**src/rtl/wave_gen_pkg.sv**
```systemverilog
// Shared types for the wave_gen waveform generator: waveform mode and ramp direction.
package wave_gen_pkg;

  typedef enum logic [1:0] {
    WM_TRI    = 2'd0,
    WM_SAW_UP = 2'd1,
    WM_SAW_DN = 2'd2,
    WM_SQUARE = 2'd3
  } wave_mode_t;

  typedef enum logic {
    DIR_UP = 1'b0,
    DIR_DN = 1'b1
  } wave_dir_t;

endpackage

```
**src/rtl/wave_gen_step.sv**
```systemverilog
// Combinational saturating phase step: up clamps at limit, down clamps at zero.
module wave_gen_step
  import wave_gen_pkg::*;
#(
  parameter int WIDTH = 5
) (
  input  logic [WIDTH-1:0] phase,
  input  logic [WIDTH-1:0] step,
  input  logic [WIDTH-1:0] limit,
  input  wave_dir_t        dir,
  output logic [WIDTH-1:0] nxt_phase,
  output logic             at_limit
);

  logic [WIDTH:0] sum_s;

  // One extra bit on the sum so the clamp never sees a wrapped value.
  always_comb begin
    sum_s     = {1'b0, phase} + {1'b0, step};
    nxt_phase = phase;
    at_limit  = 1'b0;
    if (dir == DIR_UP) begin
      if (sum_s >= {1'b0, limit}) begin
        nxt_phase = limit;
        at_limit  = 1'b1;
      end else begin
        nxt_phase = sum_s[WIDTH-1:0];
        at_limit  = 1'b0;
      end
    end else begin
      if (phase <= step) begin
        nxt_phase = '0;
        at_limit  = 1'b1;
      end else begin
        nxt_phase = phase - step;
        at_limit  = 1'b0;
      end
    end
  end

endmodule

```
**src/rtl/wave_gen.sv**
```systemverilog
// Periodic waveform generator (triangle, sawtooth up/down, square) with period strobe.
// Optional amplitude limit port enabled by macro WAVE_GEN_PEAK_EN.
module wave_gen
  import wave_gen_pkg::*;
#(
  parameter int WIDTH = 5
) (
  input  logic             clk,
  input  logic             rst_n,
  input  logic             en,
  input  logic [1:0]       mode,
  input  logic [WIDTH-1:0] step,
`ifdef WAVE_GEN_PEAK_EN
  input  logic [WIDTH-1:0] peak,
`endif
  output logic [WIDTH-1:0] wave,
  output logic             period_done
);

  localparam logic [WIDTH-1:0] MAX = {WIDTH{1'b1}};
  localparam logic [WIDTH-1:0] ONE = {{(WIDTH-1){1'b0}}, 1'b1};

  logic [WIDTH-1:0] phase_r, step_r, p_r, wave_r;
  wave_dir_t        dir_r;
  wave_mode_t       mode_r;
  logic             pd_r;

  logic [WIDTH-1:0] peak_s, step_in_s, stp_phase_s;
  logic [WIDTH-1:0] phase_nxt_s, step_nxt_s, p_nxt_s, wave_nxt_s;
  wave_dir_t        dir_nxt_s, stp_dir_s;
  wave_mode_t       mode_in_s, mode_nxt_s;
  logic             at_limit_s, boundary_s, load_s, pd_nxt_s;

`ifdef WAVE_GEN_PEAK_EN
  assign peak_s = peak;
`else
  assign peak_s = MAX;
`endif

  assign step_in_s = (step == '0) ? ONE : step;
  assign mode_in_s = wave_mode_t'(mode);
  // Sawtooth modes share the up ramp; sawtooth down is mapped as P - phase.
  assign stp_dir_s = ((mode_r == WM_TRI) || (mode_r == WM_SQUARE)) ? dir_r : DIR_UP;

  wave_gen_step #(.WIDTH(WIDTH)) u_step (
    .phase     (phase_r),
    .step      (step_r),
    .limit     (p_r),
    .dir       (stp_dir_s),
    .nxt_phase (stp_phase_s),
    .at_limit  (at_limit_s)
  );

  // State and output registers.
  always_ff @(posedge clk or negedge rst_n) begin
    if (!rst_n) begin
      phase_r <= '0;
      dir_r   <= DIR_UP;
      mode_r  <= WM_TRI;
      step_r  <= ONE;
      p_r     <= MAX;
      wave_r  <= '0;
      pd_r    <= 1'b0;
    end else begin
      phase_r <= phase_nxt_s;
      dir_r   <= dir_nxt_s;
      mode_r  <= mode_nxt_s;
      step_r  <= step_nxt_s;
      p_r     <= p_nxt_s;
      wave_r  <= wave_nxt_s;
      pd_r    <= pd_nxt_s;
    end
  end

  // Next phase/direction, boundary detection and configuration reload.
  always_comb begin
    phase_nxt_s = phase_r;
    dir_nxt_s   = dir_r;
    boundary_s  = 1'b0;
    if (!en) begin
      phase_nxt_s = '0;
      dir_nxt_s   = DIR_UP;
    end else if (p_r == '0) begin
      phase_nxt_s = '0;
      dir_nxt_s   = DIR_UP;
      boundary_s  = 1'b1;
    end else begin
      case (mode_r)
        WM_TRI, WM_SQUARE: begin
          phase_nxt_s = stp_phase_s;
          if (dir_r == DIR_UP) begin
            dir_nxt_s = at_limit_s ? DIR_DN : DIR_UP;
          end else if (at_limit_s) begin
            dir_nxt_s  = DIR_UP;
            boundary_s = 1'b1;
          end else begin
            dir_nxt_s = DIR_DN;
          end
        end
        WM_SAW_UP, WM_SAW_DN: begin
          dir_nxt_s = DIR_UP;
          if (phase_r == p_r) begin
            phase_nxt_s = '0;
            boundary_s  = 1'b1;
          end else begin
            phase_nxt_s = stp_phase_s;
          end
        end
        default: begin
          phase_nxt_s = '0;
          dir_nxt_s   = DIR_UP;
        end
      endcase
    end
    load_s     = !en || boundary_s;
    mode_nxt_s = load_s ? mode_in_s : mode_r;
    step_nxt_s = load_s ? step_in_s : step_r;
    p_nxt_s    = load_s ? peak_s    : p_r;
  end

  // Sample mapping; a boundary sample already belongs to the newly latched configuration.
  always_comb begin
    wave_nxt_s = '0;
    pd_nxt_s   = 1'b0;
    if (!en) begin
      wave_nxt_s = (mode_in_s == WM_SAW_DN) ? peak_s : '0;
      pd_nxt_s   = 1'b0;
    end else begin
      pd_nxt_s = boundary_s;
      case (mode_nxt_s)
        WM_TRI, WM_SAW_UP: wave_nxt_s = phase_nxt_s;
        WM_SAW_DN:         wave_nxt_s = p_nxt_s - phase_nxt_s;
        WM_SQUARE:         wave_nxt_s = (dir_nxt_s == DIR_UP) ? p_nxt_s : '0;
        default:           wave_nxt_s = '0;
      endcase
    end
  end

  assign wave        = wave_r;
  assign period_done = pd_r;

endmodule

```
**config.mk**
```make
export PLATFORM = sky130hd
export DESIGN_NAME = wave_gen
export DESIGN_NICKNAME = d
export VERILOG_FILES = /design/src/rtl/wave_gen_pkg.sv /design/src/rtl/wave_gen_step.sv /design/src/rtl/wave_gen.sv
export SDC_FILE = /design/constraint.sdc
export NUM_CORES = 1
export LEC_CHECK = 0
export CAP_MARGIN = 5
export CORE_AREA = 2 2 47 82
export CTS_CLUSTER_SIZE = 25
export DETAILED_ROUTE_END_ITERATION = 8
export DIE_AREA = 0 0 49 84
export PLACE_DENSITY_LB_ADDON = 0.15
export SLEW_MARGIN = 40
export SYNTH_ARGS = -nofsm -noshare
export SYNTH_HDL_FRONTEND = slang
export SYNTH_SLANG_ARGS = --single-unit
```
**constraint.sdc**
```tcl
create_clock -name clk -period 6.39 [get_ports clk]
set_input_delay 1.917 -clock clk [delete_from_list [all_inputs] [get_ports clk]]
set_output_delay 1.917 -clock clk [all_outputs]
set_load 0.02 [all_outputs]
```
[Word level (Yosys, flattened, before mapping)]
Cells that the tools add are included.
Word-level totals
  flip-flop bits (word level): 24
  bits of input ports: 10
  output and inout port bits: 6
  logic and storage cells: 60
Cells by class
  $add $sub $neg: 3
  order comparisons: 2
  equal/unequal tests: 8
  mux-type cells: 30
  reductions and logical operators: 10
Operators by type and width (number)
  $mux W5: 11
  $pmux W5 S3: 1
  $mux W1: 14
  $eq A2 B2 Y1 const B: 5
  $logic_not A5 Y1: 2
  $pmux W5 S2: 1
  $sub A5 B5 Y5: 2
  $add A5 B5 Y6: 1
  $ge A6 B5 Y1: 1
  $reduce_or A2 Y1: 3
  $eq A5 B5 Y1: 1
  $le A5 B5 Y1: 1
  $eq A2 B1 Y1 const B: 2
  $logic_not A2 Y1: 2
  $pmux W1 S2: 2
  $logic_or A1 B1 Y1: 2
  $mux W2: 1
  $logic_not A1 Y1: 1

[Logic depth before layout (Yosys ltp)]
Gate-level depths: netlist of the first run.
  word-level depth: 15
  depth in mapped cells: 23
  gate-level depth less buffers: 23

[Hierarchy]
A second synthesis of the first run with hierarchy kept.
Unflattened totals
  cell total of the unflattened synthesis: 228
  area, all modules: 2115.8 µm²
By module, submodules not included
  wave_gen: instances 1, cells an instance 147, area an instance 1422.6 µm², sequential area each 608.1 µm²
  wave_gen_step: instances 1, cells an instance 81, area an instance 693.2 µm², sequential area each 0.0 µm²

[Worst setup path after synthesis of the first run]
OpenSTA, ideal clock, no wires.
  kind: reg-to-reg
  from: reg step_r[0]
  to: reg wave_r[4] (netlist: wave[4])
  library setup time: 0.087 ns
  arrival time: 4.509 ns
  required time: 6.303 ns
  setup slack: 1.794 ns
  stages on the path, launching flop included: 22
  buffers on the path: 1
  period minus slack after synthesis: 4.596 ns
  cells stage by stage: dfstp_2 > ha_1 > inv_1 > fa_1 > inv_1 > ha_1 > o21ai_0 > a21oi_1 > o31ai_1 > nand2_1 > o21ai_0 > inv_1 > ha_1 > a221o_1 > a21oi_4 > buf_4 > nand2_1 > fa_1 > a21o_1 > a21o_1 > nand4bb_1 > o211ai_1
On the way
  elaborated cells on any way between the ends: 36
  classes of those cells: 3 x add/sub; 2 x order compare; 3 x eq/ne; 25 x mux; 3 x reduce/logical
RTL lines
  from (decl): RTL line wave_gen.sv:23  | logic [WIDTH-1:0] phase_r, step_r, p_r, wave_r;
  from (signal assigned): RTL line wave_gen.sv:68  | step_r <= step_nxt_s;
  $add A5 B5 Y6: RTL line wave_gen_step.sv:19  | sum_s = {1'b0, phase} + {1'b0, step};
  $ge A6 B5 Y1: RTL line wave_gen_step.sv:23  | if (sum_s >= {1'b0, limit}) begin
  $mux W1: RTL line wave_gen_step.sv:23
  $mux W1 (*): RTL line wave_gen_step.sv:22  | if (dir == DIR_UP) begin
  $mux W1 (*): RTL line wave_gen.sv:93  | end else if (at_limit_s) begin
  $mux W1 (*): RTL line wave_gen.sv:91  | if (dir_r == DIR_UP) begin
  $pmux W1 S2 (*): RTL line wave_gen.sv:88  | case (mode_r)
  $mux W1 (*): RTL line wave_gen.sv:83  | end else if (p_r == '0) begin
  $mux W1 (*): RTL line wave_gen.sv:80  | if (!en) begin
  $logic_or A1 B1 Y1 (*): RTL line wave_gen.sv:115  | load_s = !en || boundary_s;
  $mux W5 (*): RTL line wave_gen.sv:118  | p_nxt_s = load_s ? peak_s : p_r;
  net p_nxt_s[1]: RTL line wave_gen.sv:29  | logic [WIDTH-1:0] phase_nxt_s, step_nxt_s, p_nxt_s, wave_nxt_s;
  $sub A5 B5 Y5 (*): RTL line wave_gen.sv:132  | WM_SAW_DN: wave_nxt_s = p_nxt_s - phase_nxt_s;
  $pmux W5 S3 (*): RTL line wave_gen.sv:130  | case (mode_nxt_s)
  $mux W5 (*): RTL line wave_gen.sv:125  | if (!en) begin
  net wave_nxt_s[4]: RTL line wave_gen.sv:29
  to (signal assigned): RTL line wave_gen.sv:70  | wave_r <= wave_nxt_s;
  to (decl): RTL line wave_gen.sv:23
Mark *: on every way through the listed nets, which the timed path passes. The rest lies on a longest branch.
A chain may end at the register's enable or synchronous reset.

[Final worst setup path of the first run]
  from: reg step_r[0]
  to: reg wave_r[3] (netlist: wave[3])
Same word-level chain as after synthesis.

==> results of run 1 <==
state kept, by name, indices dropped and copies added, names as in the netlist:
| name | cells |
|---|---|
| dir_r | 1 |
| mode_r | 2 |
| phase_r | 5 |
| p_r | 5 |
| period_done | 1 |
| step_r | 5 |
| wave | 5 |
final cells by class:
cell class	instances	area, µm²
sequential	24	608.1
clock buffer	3	41.29
fill	323	1349
timing repair buffer	15	145.1
inverter	25	93.84
tap	46	57.56
clock inverter	1	30.03
multi-input combinational	160	1195
power by group:
group | leakage, nW | total, mW | internal, mW | switching (mW)
clock network | 0.0357 | 0.134 | 0.0839 | 0.0505
logic | 0.676 | 0.528 | 0.218 | 0.310
registers | 0.288 | 0.212 | 0.184 | 0.0280
total | 1.00 | 0.875 | 0.486 | 0.388
worst max path at each step:
| stage | endpoint | slack (ns) | cells after the start |
|---|---|---|---|
| 3_5_place_dp | wave[4] | 1.15 | 20 |
| 3_3_place_gp | wave[4] | 1.35 | 20 |
| 2_1_floorplan | wave[4] | 1.79 | 21 |
| 6_report | wave[3] | 0.90 | 21 |
| 4_1_cts | wave[3] | 1.03 | 21 |
| 5_1_grt | wave[3] | 0.58 | 21 |
critical path: cells and delay by family (launching register included):
family	cells	cell delay [ns]
xor+xnor	2	0.45
flops	1	0.56
fa+ha+maj	5	1.43
simple gates	3	0.48
buf+inv	2	0.15
compound gates	9	2.35
through the flow:
| step | worst slack, ns | instances | power, mW | utilization [%] |
|---|---|---|---|---|
| after global routing | 0.5779 | 274 | 0.9430 | 61.68 |
| after CTS | 1.028 | 274 | 0.8681 | 61.68 |
| final | 0.9030 | 274 | 0.8746 | 61.68 |
| after global placement | 1.345 | 270 | 0.7095 | 59.79 |
| after floorplan | 1.794 | 215 | 0.5817 | - |
| after detailed placement | 1.150 | 270 | 0.7252 | 59.65 |
cell usage in the layout (no fill, tap or decap), drive strengths merged, types with 6 or more instances in the layout:
cell           count
inv               25
nand2             22
ha                20
dfrtp             18
clkdlybuf4s50     14
nor2              11
o21ai             10
xor2               9
a21oi              9
nand3              6
dfstp              6
metal layers:
| layer | up-vias | GRT usage (%) | part of all wire [%] |
|---|---|---|---|
| li1 | 796 | - | - |
| met1 | 833 | 27.19 | 36 |
| met2 | 56 | 49.94 | 55 |
| met3 | 26 | 3.226 | 3.7 |
| met4 | 0 | 16.62 | 5.8 |
| met5 | - | 0 | 0 |
cells by family after synthesis:
logic type / synth area share, %
compound gates: 20.01
xor+xnor: 5.459
fa+ha+maj: 16.11
buf+inv: 6.368
flops: 31.58
mux: 1.560
simple gates: 18.91
==> metrics.md, run 1 <==
| Metric | Value |
|---|---|
| Layout cells sized above 1 | 7.018% |
| Post-synth cell types | 50 |
| Period utilisation layout | 85.87% |
| Max Fclk | 0.1822 GHz |
| Startpoint types | flop |
| H-tree depth | 1 |
| CTS root buf | clkbuf_8 |
| Sequential area share after synthesis | 31.58% |
| Hold_sp | step_r[0] |
| Clk_skew | 0.007886 ns |
| Initial antenna violation count | 0 |
| Crit-path max FO | 13 |
| Total grt overflow | 0 |
| Reg2reg end | wave[3] |
| Number of routed nets with antenna violations | 0 |
| I/O Pins | 16 |
| Worst skew pair latency | 0.28 ns |
| Placement Rows | 29 |
| Die X | 49 µm |
| Max cap viols | 0 |
| Worst ir drop on vdd | 0.2396 mV |
| Slew HR | 47.45% |
| Worst R2R Path Depth | 21 |
| Largest net degree at the start of global routing | 25 |
| Via count | 1,711 |
| Crit path required time | 6.58 ns |
| Slowest stage cell, crit path | dfstp_2 |
| Worst r2r src | step_r[0] |
| Post-synth EDFFs | 0 |
| P_leak | 0.9998 nW |
| GP Congestion | 0.9451 |
| Hold Buf Count CTS | 0 |
| WL final | 4939 µm |
| Crit path largest cell delay | 0.56 ns |
| Post-synth top flop | dfrtp_1 |
| DRC | 0 |
| Detailed Routing Iterations Pass 1 | 4 |
| Syn. warnings | 0 |
| Final Slew Violations | 0 |
| Via/cell ratio | 6.245 |
| Die height | 84 µm |
| Sink Count | 24 |
| # diodes | 0 |
| Wire length of the first global-routing pass | 8431 µm |
| R2r setup slk | 0.90 ns |
| Post_cts resized | 0 |
| Top post-synthesis cells by area | dfrtp_1 23%, ha_1 13%, dfstp_2 8.2%, inv_1 4.9%, nand2_1 4.1% |
| Final hold violations | 0 |
| Number of global-route vias before repair | 1,797 |
| Core Footprint | 3520 µm² |
| Share of the synthesized area in the top cell type | 23.39% |
| Final Cell Area | 2171 µm² |
| Most frequent CP cell | ha_1 |
| Min-Delay Path Class | flop to flop |
| RSZ-0062 raised after global routing | false |
| Post-CTS Setup Bufs | 0 |
| Setup total negative slack | 0 ns |
| Final net count | 262 |
| Clock buffer count from CTS | 3 |
| Mapped cell area | 1926 µm² |
| Least-Margin Pin Slew | 0.7816 ns |
| Crit. End Element | flop |
| Post-synth ARST share | 100.0% |
| Total GRT Usage | 26.77% |
| CTS tree | done |
| Clk slew on worst S/H paths | 0.09 ns |
| Layout area overhead | 12.74% |
| Critical path startpoint | step_r[0] |
| Hold depth | 2 |
| Arr. time, crit path | 5.67 ns |
| Initial DRC Count | 92 |
| Initial Util | 54.71% |
| Worst setup path category | flop to flop |
| Yosys reg bits | 24 |
| HPWL after DPL | 3912 µm |
| Crit path cell chain | ha_1 > inv_1 > fa_1 > xor2_1 > ha_1 > o21ai_0 > a21oi_1 > o31ai_1 > nand2_1 > o21ai_0 > inv_1 > ha_1 > a221o_1 > a21oi_4 > nand2_1 > ha_1 > a21o_1 > a21oi_1 > xnor2_1 > nand2_1 > a41oi_1 |
| Total die area | 4116 µm² |
| Wire per inst | 18.03 µm |
| Status | completed |
| Crit path time final | 5.487 ns |
| Area after DPL | 2100 µm² |
| Port Buffers | 15 |
| Synth Net Count | 248 |
| Setup-failing EPs final | 0 |
| Min Hold Slack | 0.5293 ns |
| Top-count cell post-synth | inv_1 |
| Top cells by count, synth | 25 x inv_1, 21 x nand2_1, 20 x ha_1, 18 x dfrtp_1, 11 x nor2_1 |
| Clock buffer depth | 2 |
| Post-Synthesis Cells | 215 |
| Pwr Density | 402.9 nW/µm² |
| Avg Synthesized Cell Area | 8.956 µm² |
| Hold Path End | step_r[0] |
| Area leader, netlist | dfrtp_1 |
Power figures use the tool's default switching activity.
==> run 2: changes to the inputs <==
--- a/config.mk
+++ b/config.mk
@@ -6,11 +6,11 @@
 export NUM_CORES = 1
 export LEC_CHECK = 0
 export CAP_MARGIN = 5
-export CORE_AREA = 2 2 47 82
+export CORE_AREA = 2 2 70 122
 export CTS_CLUSTER_SIZE = 25
 export DETAILED_ROUTE_END_ITERATION = 8
-export DIE_AREA = 0 0 49 84
-export PLACE_DENSITY_LB_ADDON = 0.15
+export DIE_AREA = 0 0 72 124
+export PLACE_DENSITY = 0.41
 export SLEW_MARGIN = 40
 export SYNTH_ARGS = -nofsm -noshare
 export SYNTH_HDL_FRONTEND = slang
==> metrics.md, run 2 (synthesis results as in run 1) <==
| Metric | Value |
|---|---|
| Wire per inst | 18.26 µm (was 18.03 µm) |
| Crit-path max FO | 13 (unchanged) |
| Crit path required time | 6.57 ns (was 6.58 ns) |
| I/O Pins | 16 (unchanged) |
| HPWL after DPL | 4902 µm (was 3912 µm) |
| Area after DPL | 2167 µm² (was 2100 µm²) |
| Slew HR | 46.18% (was 47.45%) |
| Wire length of the first global-routing pass | 9273 µm (was 8431 µm) |
| Via/cell ratio | 5.066 (was 6.245) |
| Final hold violations | 0 (unchanged) |
| Most frequent cells in the layout | 25 x inv_1, 21 x nand2_1, 20 x ha_1 (unchanged) |
| Setup ws final | 1.078 ns (was 0.9030 ns) |
| Min-Delay Path Class | flop to flop (unchanged) |
| Die X | 72 µm (was 49 µm) |
| DRC | 0 (unchanged) |
| Crit path time final | 5.312 ns (was 5.487 ns) |
| Worst skew pair latency | 0.26 ns (was 0.28 ns) |
| Clock buffer depth | 2 (unchanged) |
| Least-Margin Pin Slew | 0.7849 ns (was 0.7816 ns) |
| Period utilisation layout | 83.13% (was 85.87%) |
| Initial antenna violation count | 0 (unchanged) |
| Fin cells | 319 (was 274) |
| Clock buffer count from CTS | 3 (unchanged) |
| Final net count | 263 (was 262) |
| Setup-failing EPs final | 0 (unchanged) |
| Core Footprint | 7909 µm² (was 3520 µm²) |
| Clk slew on worst S/H paths | 0.07 ns (was 0.09 ns) |
| Post_cts resized | 0 (unchanged) |
| Pwr Density | 403.9 nW/µm² (was 402.9 nW/µm²) |
| # diodes | 0 (unchanged) |
| Final Power | 919.8 µW (was 874.6 µW) |
| Layout cells sized above 1 | 7.424% (was 7.018%) |
| Placement Rows | 43 (was 29) |
| Final Cell Area | 2277 µm² (was 2171 µm²) |
| Arr. time, crit path | 5.49 ns (was 5.67 ns) |
| Most common cell after layout, fill and taps aside | inv_1 (unchanged) |
| Startpoint types | flop (unchanged) |
| Worst ir drop on vdd | 0.1402 mV (was 0.2396 mV) |
| Total GRT Usage | 14.05% (was 26.77%) |
| WL final | 5826 µm (was 4939 µm) |
| Clk_skew | 0.005515 ns (was 0.007886 ns) |
| Status | completed (unchanged) |
| Die height | 124 µm (was 84 µm) |
| CTS root buf | clkbuf_16 (was clkbuf_8) |
| Initial DRC Count | 57 (was 92) |
| Hold Buf Count CTS | 0 (unchanged) |
| CTS tree | done (unchanged) |
| Crit. End Element | flop (unchanged) |
| Total grt overflow | 0 (unchanged) |
| Via count | 1,616 (was 1,711) |
| Layout area overhead | 18.26% (was 12.74%) |
| RSZ-0062 raised after global routing | false (unchanged) |
| Post-CTS Setup Bufs | 0 (unchanged) |
| Max Fclk | 0.1883 GHz (was 0.1822 GHz) |
| Detailed Routing Iterations Pass 1 | 4 (unchanged) |
| Dpl ws | 1.050 ns (was 1.150 ns) |
| Largest net degree at the start of global routing | 25 (unchanged) |
| Hold depth | 2 (unchanged) |
| P_leak | 1.020 nW (was 0.9998 nW) |
| Initial Util | 24.35% (was 54.71%) |
| Max cap viols | 0 (unchanged) |
| Setup total negative slack | 0 ns (unchanged) |
| Sink Count | 24 (unchanged) |
| Number of routed nets with antenna violations | 0 (unchanged) |
| Number of global-route vias before repair | 1,809 (was 1,797) |
| Final Slew Violations | 0 (unchanged) |
| Worst R2R Path Depth | 20 (was 21) |
| Worst setup path category | flop to flop (unchanged) |
| H-tree depth | 1 (unchanged) |
| Total die area | 8928 µm² (was 4116 µm²) |
| Placed Cells | 315 (was 270) |
| Port Buffers | 15 (unchanged) |
| GP Congestion | 0.7813 (was 0.9451) |
## run 2: final cells by class
| class | instances | area [µm²] |
|---|---|---|
| multi-input combinational | 160 | 1200 |
| tap | 90 | 112.6 |
| inverter | 25 | 93.84 |
| fill | 862 | 5632 |
| timing repair buffer | 16 | 157.7 |
| sequential | 24 | 608.1 |
| clock inverter | 1 | 30.03 |
| clock buffer | 3 | 75.07 |
## run 2: final timing paths
check / startpoint / slack, ns / endpoint
max in group asynchronous: rst_n / 4.06 / p_r[2]
worst max-delay path: step_r[0] / 1.08 / wave[4]
worst min register to register: step_r[0] / 0.52 / step_r[0]
worst min-delay path: step_r[0] / 0.52 / step_r[0]
worst max register to register: step_r[0] / 1.08 / wave[4]
min in group asynchronous: rst_n / 2.03 / wave[4]
## run 2: where the power goes
part           internal (mW)  switching [mW]
Sequential             0.185          0.0306
Combinational          0.218           0.303
Clock                  0.125          0.0595
## run 2: layer usage
layer | vias to the layer above | global-route usage (%) | part of all wire (%)
met2 | 23 | 27.72 | 58
met3 | 19 | 0.7282 | 0.74
li1 | 789 | - | -
met5 | - | 0 | 0
met4 | 0 | 10.14 | 6.2
met1 | 785 | 13.26 | 35
## run 2: worst max-delay path: stages, from the launching register on
cell	delay, ns
dfstp_2	0.55
ha_1	0.20
inv_1	0.07
fa_1	0.41
xor2_1	0.25
ha_1	0.28
o21ai_0	0.08
a21oi_1	0.09
o31ai_1	0.50
nand2_1	0.17
o21ai_0	0.28
inv_1	0.08
ha_1	0.21
a221o_1	0.36
a21oi_4	0.36
nand2_1	0.19
fa_1	0.46
a21o_1	0.20
a21o_1	0.18
nand4bb_1	0.18
o211ai_1	0.13
## run 2: metrics by stage
step | utilization [%] | hold WS [ns]
after global routing | 28.79 | 0.5767
after global placement | 27.40 | 0.5201
final | 28.79 | 0.5247
after floorplan | - | 0.4885
after CTS | 28.73 | 0.5323
after detailed placement | 27.40 | 0.5220
==> edit 1 (settings of run 1) <==
`WIDTH` is set to 5 in 2 places; all go to 6.
--- a/src/rtl/wave_gen_step.sv
+++ b/src/rtl/wave_gen_step.sv
@@ -2,7 +2,7 @@
 module wave_gen_step
   import wave_gen_pkg::*;
 #(
-  parameter int WIDTH = 5
+  parameter int WIDTH = 6
 ) (
   input  logic [WIDTH-1:0] phase,
   input  logic [WIDTH-1:0] step,
--- a/src/rtl/wave_gen.sv
+++ b/src/rtl/wave_gen.sv
@@ -3,7 +3,7 @@
 module wave_gen
   import wave_gen_pkg::*;
 #(
-  parameter int WIDTH = 5
+  parameter int WIDTH = 6
 ) (
   input  logic             clk,
   input  logic             rst_n,
Interface: changed (resized step and wave); port bits go from 16 to 18. No check against the original RTL was run, so the function may have changed too.
==> edit 1 against run 1 <==
  * Routed wire length is 4.3% higher
  * Global-route usage is 0.47 points higher
  * Final area is 14% higher
  * Critical path type unchanged
  * Sequential share of layout area is 0.55 points higher
  * Sequential power is 14% higher
  * Sequential cell count is 4 higher
  * Total power is 12% higher
  * Area after synthesis is 14% higher
  * Worst setup slack better by 0.31 ns
==> edit 1: results (changes against run 1) <==
Worst setup path
  – Highest fanout seen on the critical path: 10 (-3)
  – Worst endpoint data arrival time: 5.33 ns (-0.34 ns)

Timing
  – Slew at the pin with the worst max-slew slack: 0.551 ns (-0.230 ns)

Synthesis
  – Area contributors post-synth: sky130_fd_sc_hd__dfrtp_1, sky130_fd_sc_hd__ha_1, sky130_fd_sc_hd__dfstp_2
  – Share of synthesized cell area in full adder, half adder and majority cells: 16.4% (+0.31 points)
  – Compound-gate portion of the synthesized area: 21.4% (+1.4 points)
  – Syn_nets: 277 (+12%)
  – Synthesized netlist cell count: 239 (+11%)
  – Leading cell types by count after synthesis: sky130_fd_sc_hd__inv_1, sky130_fd_sc_hd__ha_1, sky130_fd_sc_hd__dfrtp_1, sky130_fd_sc_hd__nor2_1, sky130_fd_sc_hd__nand2_1
  – XOR/XNOR Fraction of Synth Area: 5.99% (+0.53 points)
  – Multiplexer fraction of the synthesized cell area: 2.34% (+0.78 points)
  – Count of different cell masters after synthesis: 51 (+2.0%)
  – Proportion of synthesized chip area in sequential cells: 32.3% (+0.77 points)

Final layout
  – Total of plain and repair buffers excluding clock buffers: 18 (+3)
  – Area taken by flip-flops and latches: 709 um^2 (+17%)
  – Fraction of layout cells with a size suffix above 1: 7.78% (+0.76 points)
  – Number of logic inverters in the finished layout: 32 (+28%)
  – Relative area change from synthesis to final layout: 13.2%
  – Clock-cell share of area: 2.87% (-0.41 points)
  – Total inserted antenna cells: 0 (unchanged)
  – Multi-input logic cell count: 175 (+9.4%)
  – Number of cells in the finished layout apart from fillers: 303 (+11%)
  – Multi-input logic area: 1350 um^2 (+13%)
  – Filler cells: 304 (-5.9%)

Run status
  – Outcome: finished clean

Global routing
  – Largest net degree at the start of global routing: 29 (+16%)
  – Vias in the first global route: 1908 (+6.2%)
  – Met2 routing resource usage after global routing: 51.4% (+1.5 points)
  – Global routing met3 resource utilization: 2.33% (-0.90 points)
  – Global Route Usage Sum: 27.2% (+0.47 points)
  – Global-route wire length before repair: 8650 um (+2.6%)

CTS
  – Inserted Clock Buffers: 3 (unchanged)
  – Clock net sink count: 28 (+17%)

Placed design
  – Area post-placement: 2410 um^2 (+15%)
  – Worst setup slack before clock tree synthesis: 1.32 ns (+0.166 ns)
  – Placer congestion estimate: 0.919 (-2.8%)
  – Placed wire-length estimate: 4200 um (+7.4%)
  – Count of input and output buffers: 17 (+2)

Detailed routing
  – Met2 layer wire length in the routed design: 2860 um (+5.5%)
  – First DRT Iteration DRCs: 50 (-46%)
  – Met1 layer wirelength in the final routing: 1960 um (+12%)
  – Average wire length per cell after detail routing: 17.0 um (-5.7%)
  – Routed via count divided by cell count: 5.99 (-4.0%)
  – Met3 routed WL: 95 um (-48%)

Power
  – Static leakage: 1.18 nW (+18%)
  – Maximum resistive drop on vdd: 0.319 mV (+33%)
edit 1: cell count changes in the layout (fill, tap and decap cells not counted), moves of 4 or more:
cell                       delta
sky130_fd_sc_hd__inv_1        +7
sky130_fd_sc_hd__a221oi_1     +7
sky130_fd_sc_hd__nand2_1     -10
sky130_fd_sc_hd__xnor2_1      +7
sky130_fd_sc_hd__ha_1         +4
sky130_fd_sc_hd__nor2_1       +9
sky130_fd_sc_hd__o22ai_1      +4
sky130_fd_sc_hd__xor2_1       -4
edit 1: worst max-delay path, delay by kind of cell (launching register included):
kind                     cells  cell delay, ns
flip-flops                   1            0.55
AND/OR/NAND/NOR              4            0.76
buffers and inverters        1            0.05
adder cells (fa/ha/maj)      5            1.36
AO/OA/AOI/OAI                9            1.96
XOR/XNOR                     2            0.36
edit 1: worst paths after layout:
| kind | from | end | slack [ns] |
|---|---|---|---|
| hold reg to reg | step_r[0] | step_r[0] | 0.52 |
| setup / recovery | step_r[0] | wave[3] | 1.22 |
| setup reg to reg | step_r[0] | wave[3] | 1.22 |
| hold / removal | step_r[0] | step_r[0] | 0.52 |
| max in group asynchronous | rst_n | p_r[5] | 4.08 |
| min in group asynchronous | rst_n | wave[2] | 2.00 |
edit 1: power groups by stage:
stage / Combinational, mW / Clock, mW / Sequential (mW)
2_1_floorplan: 0.430 / 0 / 0.252
3_3_place_gp: 0.577 / 0 / 0.246
3_5_place_dp: 0.582 / 0 / 0.246
4_1_cts: 0.588 / 0.141 / 0.243
5_1_grt: 0.660 / 0.148 / 0.247
6_report: 0.592 / 0.143 / 0.242
==> edit 2 (config.mk and constraints of run 1) <==
Without the edit above. Register the input `mode` before use, cleared by the reset. The logic sees it one clock later. The other inputs are not delayed to match.
--- a/src/rtl/wave_gen.sv
+++ b/src/rtl/wave_gen.sv
@@ -20,6 +20,16 @@
   localparam logic [WIDTH-1:0] MAX = {WIDTH{1'b1}};
   localparam logic [WIDTH-1:0] ONE = {{(WIDTH-1){1'b0}}, 1'b1};
 
+  logic [1:0] mode_q;
+
+  always_ff @(posedge clk or negedge rst_n) begin
+    if (!rst_n) begin
+      mode_q <= '0;
+    end else begin
+      mode_q <= mode;
+    end
+  end
+
   logic [WIDTH-1:0] phase_r, step_r, p_r, wave_r;
   wave_dir_t        dir_r;
   wave_mode_t       mode_r;
@@ -38,7 +48,7 @@
 `endif
 
   assign step_in_s = (step == '0) ? ONE : step;
-  assign mode_in_s = wave_mode_t'(mode);
+  assign mode_in_s = wave_mode_t'(mode_q);
   // Sawtooth modes share the up ramp; sawtooth down is mapped as P - phase.
   assign stp_dir_s = ((mode_r == WM_TRI) || (mode_r == WM_SQUARE)) ? dir_r : DIR_UP;
 
Function: changed (a bounded check fails within 4 cycles, from zero or initial values and one cycle with rst_n low).
==> edit 2 against run 1 <==
  * Total power decreased by 2.7%
  * Routed wire length increased by 1.9%
  * Final area increased by 2.3%
  * Sequential cell count increased by 2
  * Core utilization increased by 1.4 points
  * Die area unchanged
  * Critical path depth decreased by 1
  * Via count increased by 0.18%
  * Worst setup slack improved by 0.54 ns
  * Area after synthesis increased by 3.2%
  * Critical endpoint is now wave[4]
==> edit 2: results (changes against run 1) <==
Run status
  – Outcome: finished clean

Global routing
  – Met2 routing resource usage after global routing: 47.3% (-2.6 points)
  – Largest net degree at the start of global routing: 27 (+8.0%)
  – Global Route Usage Sum: 26.4% (-0.41 points)
  – Vias in the first global route: 1838 (+2.3%)
  – Global routing met3 resource utilization: 3.41% (+0.18 points)
  – Met1 track utilization from global routing: 27.3% (+0.13 points)
  – Global-route wire length before repair: 8340 um (-1.1%)

Worst setup path
  – Highest fanout seen on the critical path: 12 (-1)
  – Worst reg2reg setup slack: 1.44 ns (+0.54 ns)
  – Worst endpoint data arrival time: 5.11 ns (-0.56 ns)
  – Worst R2R Path Depth: 20 (-4.8%)
  – Worst flop-to-flop path endpoint: wave[4]

Final layout
  – Fraction of layout cells with a size suffix above 1: 9.52% (+2.5 points)
  – Filler cells: 322 (-0.31%)
  – Fin nets: 265 (+1.1%)

Synthesis
  – Count of different cell masters after synthesis: 52 (+4.0%)
  – XOR/XNOR Fraction of Synth Area: 5.67% (+0.21 points)
  – Compound-gate portion of the synthesized area: 20.9% (+0.89 points)
  – Multiplexer fraction of the synthesized cell area: 2.27% (+0.71 points)
  – Share of synthesized cell area in full adder, half adder and majority cells: 15.6% (-0.50 points)
  – Async SR Flop Fraction: 100% (unchanged)
  – Proportion of synthesized chip area in sequential cells: 33.1% (+1.5 points)
  – Syn_nets: 249 (+0.40%)
  – Area contributors post-synth: sky130_fd_sc_hd__dfrtp_1, sky130_fd_sc_hd__ha_1, sky130_fd_sc_hd__dfstp_2
  – Leading cell types by count after synthesis: sky130_fd_sc_hd__inv_1, sky130_fd_sc_hd__nand2_1, sky130_fd_sc_hd__dfrtp_1, sky130_fd_sc_hd__ha_1, sky130_fd_sc_hd__a21oi_1

Detailed routing
  – Met3 routed WL: 174 um (-4.4%)
  – Met1 layer wirelength in the final routing: 1820 um (+3.6%)
  – Vias post-DR: 1714 (+0.18%)
  – Met2 layer wire length in the routed design: 2670 um (-1.4%)
  – DRT Pass-1 Iters: 5 (+1)
  – Total length of routed wires: 5030 um (+1.9%)
  – First DRT Iteration DRCs: 82 (-11%)

Placed design
  – Placer congestion estimate: 0.938 (-0.72%)
  – Placed wire-length estimate: 4060 um (+3.8%)
  – Area post-placement: 2170 um^2 (+3.2%)

Timing
  – Worst-case clock skew: 0.00254 ns (-0.00534 ns)
  – Slew at the pin with the worst max-slew slack: 0.649 ns (-0.132 ns)

Power
  – Static leakage: 1.04 nW (+4.0%)
  – Maximum resistive drop on vdd: 0.260 mV (+8.3%)
[edit 2: worst min path at each step]
stage          slack (ns)  depth (start not counted)         to  startpoint
2_1_floorplan        0.45                          2  step_r[0]   step_r[0]
3_3_place_gp         0.49                          2  step_r[0]   step_r[0]
3_5_place_dp         0.47                          2  step_r[0]   step_r[0]
4_1_cts              0.48                          2  step_r[0]   step_r[0]
5_1_grt              0.52                          2  step_r[0]   step_r[0]
6_report             0.49                          2  step_r[0]   step_r[0]
[edit 2: cell type report]
class | count | area, um^2 | area share (%)
repair buffers | 15 | 145 | 6.54
clock buffers | 4 | 55.1 | 2.48
inverters | 23 | 86.3 | 3.89
flip-flops and latches | 26 | 658 | 29.6
multi-input cells | 163 | 1220 | 54.9
well taps | 46 | 57.6 | 2.59
[edit 2: power breakdown]
part | switching, mW | internal, mW | total (mW)
registers | 0.0274 | 0.198 | 0.225
logic | 0.298 | 0.221 | 0.519
clock network | 0.0523 | 0.0552 | 0.107
[edit 2: per-stage QoR]
stage	hold slack, ns	power (mW)	setup WS (ns)	instances	util (%)
final	0.488	0.851	1.44	277	63.1
after global routing	0.520	0.913	0.980	277	63.1
after CTS	0.484	0.846	1.46	277	63.1
after detailed placement	0.472	0.736	1.51	273	61.5
after global placement	0.491	0.724	1.63	273	61.7
after floorplan	0.453	0.601	2.00	216	-
[edit 2: kinds of logic (layout without fill, tap and decap cells)]
kind of cell | after synthesis | after routing
AND/OR/NAND/NOR | 67 | 67
AO/OA/AOI/OAI | 57 | 57
buffers and inverters | 27 | 42
flip-flops | 26 | 26
adder cells (fa/ha/maj) | 23 | 23
XOR/XNOR | 12 | 12
multiplexers | 4 | 4
[edit 2: critical path: stages (launching register included)]
cell,delay (ns)
sky130_fd_sc_hd__dfstp_2,0.56
sky130_fd_sc_hd__ha_1,0.16
sky130_fd_sc_hd__inv_1,0.06
sky130_fd_sc_hd__fa_1,0.51
sky130_fd_sc_hd__inv_1,0.05
sky130_fd_sc_hd__ha_1,0.26
sky130_fd_sc_hd__o21ai_0,0.17
sky130_fd_sc_hd__a21oi_1,0.08
sky130_fd_sc_hd__o31ai_1,0.45
sky130_fd_sc_hd__a31oi_1,0.20
sky130_fd_sc_hd__ha_1,0.26
sky130_fd_sc_hd__a221oi_2,0.36
sky130_fd_sc_hd__o21ai_2,0.27
sky130_fd_sc_hd__nor2_2,0.18
sky130_fd_sc_hd__ha_1,0.17
sky130_fd_sc_hd__inv_1,0.07
sky130_fd_sc_hd__fa_1,0.42
sky130_fd_sc_hd__a21o_1,0.20
sky130_fd_sc_hd__a21oi_1,0.16
sky130_fd_sc_hd__or2_0,0.15
sky130_fd_sc_hd__o211ai_2,0.08
